[config.mk]
export PLATFORM = sky130hd
export DESIGN_NAME = rs_alu
export DESIGN_NICKNAME = d
export VERILOG_FILES = /design/src/rtl/rs_alu_pkg.sv /design/src/rtl/rs_oldest_select.sv /design/src/rtl/rs_alu.sv
export SDC_FILE = /design/constraint.sdc
export NUM_CORES = 2
export LEC_CHECK = 0
export CORE_ASPECT_RATIO = 1.1
export CORE_MARGIN = 8
export CORE_UTILIZATION = 61
export CTS_CLUSTER_SIZE = 28
export DETAILED_ROUTE_END_ITERATION = 6
export PLACE_DENSITY = 0.82
export SLEW_MARGIN = 20
export SYNTH_ARGS = -nofsm -noshare
export SYNTH_HDL_FRONTEND = slang
export SYNTH_SLANG_ARGS = --single-unit
[constraint.sdc]
create_clock -name clock -period 49.1 [get_ports clock]
set_clock_uncertainty 0.2 [all_clocks]
set_input_delay 7.365 -clock clock [delete_from_list [all_inputs] [get_ports clock]]
set_output_delay 7.365 -clock clock [all_outputs]
set_load 0.02 [all_outputs]
[src/rtl/rs_alu_pkg.sv]
// Shared types and constants for the ALU reservation station.
// Defines the decoded-instruction packet carried from issue to execute.
package rs_alu_pkg;

    localparam int XLEN        = 32;
    localparam int ROB_TAG_LEN = 5;
    localparam int RS_SIZE_DEF = 8;
    localparam int AGE_W_DEF   = 4;

    typedef enum logic [3:0] {
        ALU_ADD = 4'd0,
        ALU_SUB = 4'd1,
        ALU_AND = 4'd2,
        ALU_OR  = 4'd3,
        ALU_XOR = 4'd4,
        ALU_SLT = 4'd5,
        ALU_SLL = 4'd6,
        ALU_SRL = 4'd7
    } alu_func_t;

    typedef struct packed {
        logic [XLEN-1:0] pc;
        logic [XLEN-1:0] rs1_value;
        logic [XLEN-1:0] rs2_value;
        alu_func_t       alu_func;
        logic [4:0]      dest_reg_idx;
        logic            cond_branch;
        logic            uncond_branch;
    } id_ex_packet_t;

    // Tag 0 means "value already present" and must never match a broadcast.
    function automatic logic tag_hit(input logic                   cdb_valid,
                                     input logic [ROB_TAG_LEN-1:0] cdb_tag,
                                     input logic [ROB_TAG_LEN-1:0] tag);
        return cdb_valid && (tag != {ROB_TAG_LEN{1'b0}}) && (tag == cdb_tag);
    endfunction

endpackage

[src/rtl/rs_oldest_select.sv]
// Picks the oldest ready entry using wrap-aware age comparison.
// Equal ages resolve to the lowest index; outputs a one-hot grant and its index.
module rs_oldest_select #(
    parameter int N     = 8,
    parameter int AGE_W = 4
) (
    input  logic [N-1:0]            i_ready,
    input  logic [N-1:0][AGE_W-1:0] i_age,
    output logic [N-1:0]            o_grant,
    output logic [$clog2(N)-1:0]    o_idx,
    output logic                    o_valid
);

    logic             w_win;
    logic [AGE_W-1:0] w_diff;

    // Entry i wins when no other ready entry is older, or equally old at a lower index.
    always_comb begin
        o_grant = '0;
        w_win   = 1'b0;
        w_diff  = '0;
        for (int i = 0; i < N; i++) begin
            w_win = i_ready[i];
            for (int j = 0; j < N; j++) begin
                w_diff = i_age[j] - i_age[i];
                if ((j != i) && i_ready[j]) begin
                    if (w_diff[AGE_W-1]) begin
                        w_win = 1'b0;
                    end else if ((w_diff == '0) && (j < i)) begin
                        w_win = 1'b0;
                    end else begin
                        w_win = w_win;
                    end
                end else begin
                    w_win = w_win;
                end
            end
            o_grant[i] = w_win;
        end
    end

    // Encode the grant; lowest set bit keeps the index well defined.
    always_comb begin
        o_idx   = '0;
        o_valid = |o_grant;
        for (int i = N - 1; i >= 0; i--) begin
            if (o_grant[i]) begin
                o_idx = ($clog2(N))'(i);
            end else begin
                o_idx = o_idx;
            end
        end
    end

endmodule

[src/rtl/rs_alu.sv]
// Reservation station for ALU/branch ops: allocates, wakes operands from the CDB,
// and issues the oldest fully-ready entry to the ALU each cycle.
module rs_alu
    import rs_alu_pkg::*;
#(
    parameter int RS_SIZE = RS_SIZE_DEF,
    parameter int AGE_W   = AGE_W_DEF
) (
    input  logic                       clock,
    input  logic                       reset,
    input  logic                       alloc_en,
    input  id_ex_packet_t              id_packet_in,
    input  logic [ROB_TAG_LEN-1:0]     rs1_rob_tag,
    input  logic [ROB_TAG_LEN-1:0]     rs2_rob_tag,
    input  logic [ROB_TAG_LEN-1:0]     dest_rob_tag,
    input  logic                       cdb_valid,
    input  logic [ROB_TAG_LEN-1:0]     cdb_tag,
    input  logic [XLEN-1:0]            cdb_value,
    input  logic                       squash,
    input  logic                       fu_ready,
    output logic                       issue_valid,
    output id_ex_packet_t              issue_packet,
    output logic [ROB_TAG_LEN-1:0]     issue_rob_tag,
    output logic                       full,
    output logic [$clog2(RS_SIZE):0]   free_count
);

    localparam int IDX_W = $clog2(RS_SIZE);
    localparam int CNT_W = IDX_W + 1;

    typedef struct packed {
        logic                   valid;
        id_ex_packet_t          packet;
        logic [ROB_TAG_LEN-1:0] rs1_tag;
        logic [ROB_TAG_LEN-1:0] rs2_tag;
        logic [ROB_TAG_LEN-1:0] dest_tag;
        logic [AGE_W-1:0]       age;
    } rs_entry_t;

    rs_entry_t                    r_entries [RS_SIZE];
    logic [AGE_W-1:0]             r_age_cnt;

    logic [RS_SIZE-1:0]           w_ready;
    logic [RS_SIZE-1:0][AGE_W-1:0] w_ages;
    logic [RS_SIZE-1:0]           w_grant;
    logic [IDX_W-1:0]             w_sel_idx;
    logic                         w_sel_valid;
    logic [IDX_W-1:0]             w_free_idx;
    logic [CNT_W-1:0]             w_free_cnt;
    logic                         w_full;
    logic                         w_alloc_fire;
    logic                         w_issue_fire;
    logic                         w_rs1_byp;
    logic                         w_rs2_byp;
    id_ex_packet_t                w_alloc_pkt;

    // Ready vector and ages feed the age-ordered selector.
    always_comb begin
        for (int i = 0; i < RS_SIZE; i++) begin
            w_ready[i] = r_entries[i].valid &&
                         (r_entries[i].rs1_tag == {ROB_TAG_LEN{1'b0}}) &&
                         (r_entries[i].rs2_tag == {ROB_TAG_LEN{1'b0}});
            w_ages[i]  = r_entries[i].age;
        end
    end

    rs_oldest_select #(.N(RS_SIZE), .AGE_W(AGE_W)) u_select (
        .i_ready (w_ready),
        .i_age   (w_ages),
        .o_grant (w_grant),
        .o_idx   (w_sel_idx),
        .o_valid (w_sel_valid)
    );

    // Lowest free slot and free-entry count, both from registered valid bits only.
    always_comb begin
        w_free_idx = '0;
        w_free_cnt = '0;
        for (int i = RS_SIZE - 1; i >= 0; i--) begin
            if (!r_entries[i].valid) begin
                w_free_idx = IDX_W'(i);
                w_free_cnt = w_free_cnt + CNT_W'(1);
            end else begin
                w_free_idx = w_free_idx;
            end
        end
    end

    assign w_full       = (w_free_cnt == '0);
    assign w_alloc_fire = alloc_en && !w_full;
    assign w_issue_fire = w_sel_valid && fu_ready;
    assign w_rs1_byp    = tag_hit(cdb_valid, cdb_tag, rs1_rob_tag);
    assign w_rs2_byp    = tag_hit(cdb_valid, cdb_tag, rs2_rob_tag);

    // Incoming packet with any same-cycle CDB result folded in.
    always_comb begin
        w_alloc_pkt = id_packet_in;
        if (w_rs1_byp) begin
            w_alloc_pkt.rs1_value = cdb_value;
        end else begin
            w_alloc_pkt.rs1_value = id_packet_in.rs1_value;
        end
        if (w_rs2_byp) begin
            w_alloc_pkt.rs2_value = cdb_value;
        end else begin
            w_alloc_pkt.rs2_value = id_packet_in.rs2_value;
        end
    end

    // Entry storage: squash beats wakeup/alloc; issued slot frees, alloc fills a free slot.
    always_ff @(posedge clock or posedge reset) begin
        if (reset) begin
            for (int i = 0; i < RS_SIZE; i++) begin
                r_entries[i] <= '0;
            end
            r_age_cnt <= '0;
        end else if (squash) begin
            for (int i = 0; i < RS_SIZE; i++) begin
                r_entries[i].valid <= 1'b0;
            end
            r_age_cnt <= '0;
        end else begin
            for (int i = 0; i < RS_SIZE; i++) begin
                if (r_entries[i].valid && tag_hit(cdb_valid, cdb_tag, r_entries[i].rs1_tag)) begin
                    r_entries[i].packet.rs1_value <= cdb_value;
                    r_entries[i].rs1_tag          <= '0;
                end
                if (r_entries[i].valid && tag_hit(cdb_valid, cdb_tag, r_entries[i].rs2_tag)) begin
                    r_entries[i].packet.rs2_value <= cdb_value;
                    r_entries[i].rs2_tag          <= '0;
                end
            end
            if (w_issue_fire) begin
                r_entries[w_sel_idx].valid <= 1'b0;
            end
            if (w_alloc_fire) begin
                r_entries[w_free_idx].valid    <= 1'b1;
                r_entries[w_free_idx].packet   <= w_alloc_pkt;
                r_entries[w_free_idx].rs1_tag  <= w_rs1_byp ? {ROB_TAG_LEN{1'b0}} : rs1_rob_tag;
                r_entries[w_free_idx].rs2_tag  <= w_rs2_byp ? {ROB_TAG_LEN{1'b0}} : rs2_rob_tag;
                r_entries[w_free_idx].dest_tag <= dest_rob_tag;
                r_entries[w_free_idx].age      <= r_age_cnt;
                r_age_cnt                      <= r_age_cnt + AGE_W'(1);
            end
        end
    end

    assign issue_valid   = w_sel_valid;
    assign issue_packet  = w_sel_valid ? r_entries[w_sel_idx].packet   : '0;
    assign issue_rob_tag = w_sel_valid ? r_entries[w_sel_idx].dest_tag : '0;
    assign full          = w_full;
    assign free_count    = w_free_cnt;

endmodule

==> insert_results.sql <==
INSERT INTO impl_metrics (metric_group, metric, value, unit) VALUES
('sta', 'final.period_utilization', '0.3184', ''),
('logic_synthesis', 'syn_avg_cell_area', '8.914', 'sq um'),
('sta', 'grt_setup_unrepaired', 'false', ''),
('clocking', 'numCtsBuffers', '102', ''),
('drt', 'routed_via_density', '7.270', ''),
('placement', 'detailedPlacementHpwl', '125000', 'microns'),
('floorplan', 'fp.dieW', '303.6', 'microns'),
('sta', 'timing.setup.tns', '0', 'ns'),
('global_route', 'number_of_antenna_violations_at_the_first_check_in_global_routing', '16', ''),
('sta', 'slew_headroom', '0.1236', ''),
('setup_path', 'critical_path_buf_inv_count', '4', ''),
('logic_synthesis', 'synthFlopType', 'dfrtp_1', ''),
('finish', 'area.growth.synth_to_final', '13.04', '%'),
('power_and_ir_drop', 'power', '2.581', 'mW'),
('global_route', 'grt_start_max_net_pins', '176', ''),
('drt', 'initialDrtViolationCount', '9137', ''),
('power_and_ir_drop', 'ir_drop', '0.03653', 'mV'),
('drt', 'vias', '54600', ''),
('sta', 'max_slew.worst_pin.slew', '1.307', 'ns'),
('setup_path', 'setup.worst_path.end_class', 'output pin', ''),
('status', 'run_status', 'finished with violations', ''),
('logic_synthesis', 'synthCells', '6226', ''),
('floorplan', 'boundaryPins', '283', ''),
('logic_synthesis', 'synthArstFlopShare', '1.000', ''),
('placement', 'buffer_ports.inserted', '282', ''),
('clocking', 'cts_hold_repair.buffers', '0', ''),
('clocking', 'postCtsResizedCells', '0', ''),
('global_route', 'first_global_vias', '53520', ''),
('clocking', 'cts_max_path_buffers', '3', ''),
('setup_path', 'crit_path_cell_trace', 'inv_1 > ha_1 > fa_1 > xor2_1 > and3_1 > o31ai_1 > nand4_1 > nor4b_1 > o21bai_1 > or3_4 > buf_4 > buf_4 > a21oi_1 > a2111oi_0 > a21o_1 > clkdlybuf4s50_1', ''),
('sta', 'final_critical_period', '15.63', 'ns'),
('drt', 'drt-total-wl', '218100', 'microns'),
('drt', 'drc_errors', '14', ''),
('clocking', 'cts-root-buf', 'clkbuf_16', ''),
('power_and_ir_drop', 'power.static_leakage', '29.23', 'nW'),
('floorplan', 'y_dimension_of_the_die', '332.4', 'microns'),
('floorplan', 'dieArea', '100900', 'sq um'),
('power_and_ir_drop', 'power.density_cell_area', '41.14', 'nW/um^2'),
('placement', 'dpl_cell_area', '59090', 'sq um'),
('logic_synthesis', 'post_synth_instance_area', '55500', 'sq um'),
('logic_synthesis', 'synthMostInstantiatedCell', 'nand2_1', ''),
('setup_path', 'crit_path_max_incr_delay', '0.74', 'ns'),
('clocking', 'cts.htree.levels', '3', ''),
('setup_path', 'timing.critical_path.required', '41.53', 'ns'),
('clocking', 'cts.sinks', '1020', ''),
('global_route', 'grt_remaining_overflow', '0', ''),
('logic_synthesis', 'synth.yosys.seq_area_share', '0.4599', ''),
('finish', 'design_area', '62730', 'sq um'),
('setup_path', 'timing.critical_path.slowest_stage_cell', 'buf_4', ''),
('clocking', 'clk_pin_slew_worst_paths', '0.06', 'ns'),
('drt', 'ant_nets', '0', ''),
('logic_synthesis', 'synthesis.yosys.warnings', '0', ''),
('sta', 'fmax', '0.06396', 'GHz'),
('status', 'failed_checks', 'design-rule violations', ''),
('logic_synthesis', 'post_synth_main_area_contributors', 'dfrtp_1 46%, nand2_1 8.6%, a21oi_1 4.3%', ''),
('finish', 'drive_gt1_frac', '0.07996', ''),
('hold_path', 'timing.hold.worst.class', 'flip-flop to flip-flop', ''),
('setup_path', 'critical_path_class', 'flip-flop to output pin', ''),
('logic_synthesis', 'synth_seq_cells', '1020', ''),
('logic_synthesis', 'synth_largest_area_cell', 'dfrtp_1', ''),
('drt', 'avgRoutedWirePerCell', '29.04', 'microns'),
('floorplan', 'floorplan.initialDensity', '0.6128', ''),
('setup_path', 'start_kind', 'flip-flop', ''),
('setup_path', 'critical_path.max_fanout', '60', ''),
('placement', 'globalplace.congestion', '1.011', ''),
('global_route', 'gr-usage-all-layers', '0.4184', ''),
('logic_synthesis', 'synthesis.nets', '6575', ''),
('global_route', 'grt_pass1_wl', '326300', 'microns'),
('sta', 'hold_violations', '0', ''),
('logic_synthesis', 'synth.distinct_cells', '94', ''),
('logic_synthesis', 'synth_edf_count', '0', '');
## path summary, 6_finish.rpt
kind	startpoint	end	slack, ns	cells after the start
max in group asynchronous	reset	r_entries[721]	38.73	5
hold / removal	r_entries[108]	r_entries[108]	0.27	2
setup / recovery	r_entries[508]	issue_packet[97]	33.47	16
min in group asynchronous	reset	r_entries[649]	6.98	2
setup reg to reg	r_entries[126]	r_entries[217]	41.64	24
hold reg to reg	r_entries[108]	r_entries[108]	0.27	2
## where the power goes
group | switching (mW) | internal (mW) | total, mW
Combinational | 0.393 | 0.274 | 0.667
Clock | 0.345 | 0.484 | 0.829
Sequential | 0.103 | 0.982 | 1.08
Total | 0.841 | 1.74 | 2.58
## state kept, by name, summed over array words and instances, names as in the netlist
register	flops
r_entries	1016
r_age_cnt	4
## cell usage in the layout (no fill, tap or decap), types with 22 or more instances in the layout
master	instances
xnor2_1	112
ha_1	177
a221oi_1	83
a2111oi_0	46
or2_2	27
clkbuf_8	32
nor3_1	54
a21oi_1	468
a21o_1	61
mux2_2	76
nand3_1	55
o32ai_1	101
or3_1	28
buf_4	113
a22oi_1	60
mux2_4	30
inv_1	181
o22ai_1	225
nor2_1	388
xor2_1	63
nand2_1	1262
a2bb2oi_1	62
a211o_1	42
dfrtp_1	1020
mux2i_1	55
a211oi_1	36
clkdlybuf4s50_1	281
nor2b_1	38
clkbuf_16	104
o221ai_1	81
o21ai_0	418
o31ai_1	24
a221o_1	28
or4_1	80
and3_1	22
nand2b_1	43
## through the flow
stage | instances | hold slack (ns) | worst slack, ns
after floorplan | 6226 | 0.2369 | 12.83
after detailed placement | 7309 | 0.2565 | 34.52
after CTS | 7494 | 0.2705 | 33.77
after global routing | 7506 | 0.2887 | 33.45
final | 7511 | 0.2678 | 33.47
after global placement | 7309 | 0.2491 | 34.53
## layout make-up
type	instances	area [sq um]
inverter	184	703.2
tap	1180	1476
clock inverter	28	407.9
fill	6912	27830
timing repair buffer	403	3830
clock buffer	157	3122
multi-input combinational	4524	27630
sequential	1020	25520
antenna	15	37.54
## routing by layer
layer,vias up,track usage,wire length [microns]
met5,-,0,44
li1,22210,-,-
met2,5041,0.5950,91540
met4,6,0.2755,17080
met1,26010,0.5299,75530
met3,1337,0.1587,33930
## worst register-to-register path, cell delays in order, from the launching register on
cell and delay (ns):
dfrtp_1 0.47, inv_1 0.12, ha_1 0.38, xnor2_1 0.24, ha_1 0.30, nand2b_1 0.10, o31ai_1 0.14, ha_1 0.33
nor2b_1 0.17, a21o_1 0.21, ha_1 0.28, inv_1 0.05, o22ai_1 0.21, and2_1 0.17, ha_1 0.13, nor2b_1 0.16
xnor3_1 0.35, nor3_2 0.37, xnor2_4 0.25, inv_4 0.17, o211ai_4 0.19, buf_4 0.64, nand2_2 0.94, o21ai_0 0.59
a22oi_1 0.15
## logic make-up after synthesis
family / after synthesis / synth area share
simple gates: 2118 / 0.1650
compound gates: 1879 / 0.2207
flops: 1020 / 0.4599
buf+inv: 682 / 0.04861
fa+ha+maj: 184 / 0.04243
xor+xnor: 179 / 0.02924
mux: 164 / 0.03407
Power figures use the tool's default switching activity.
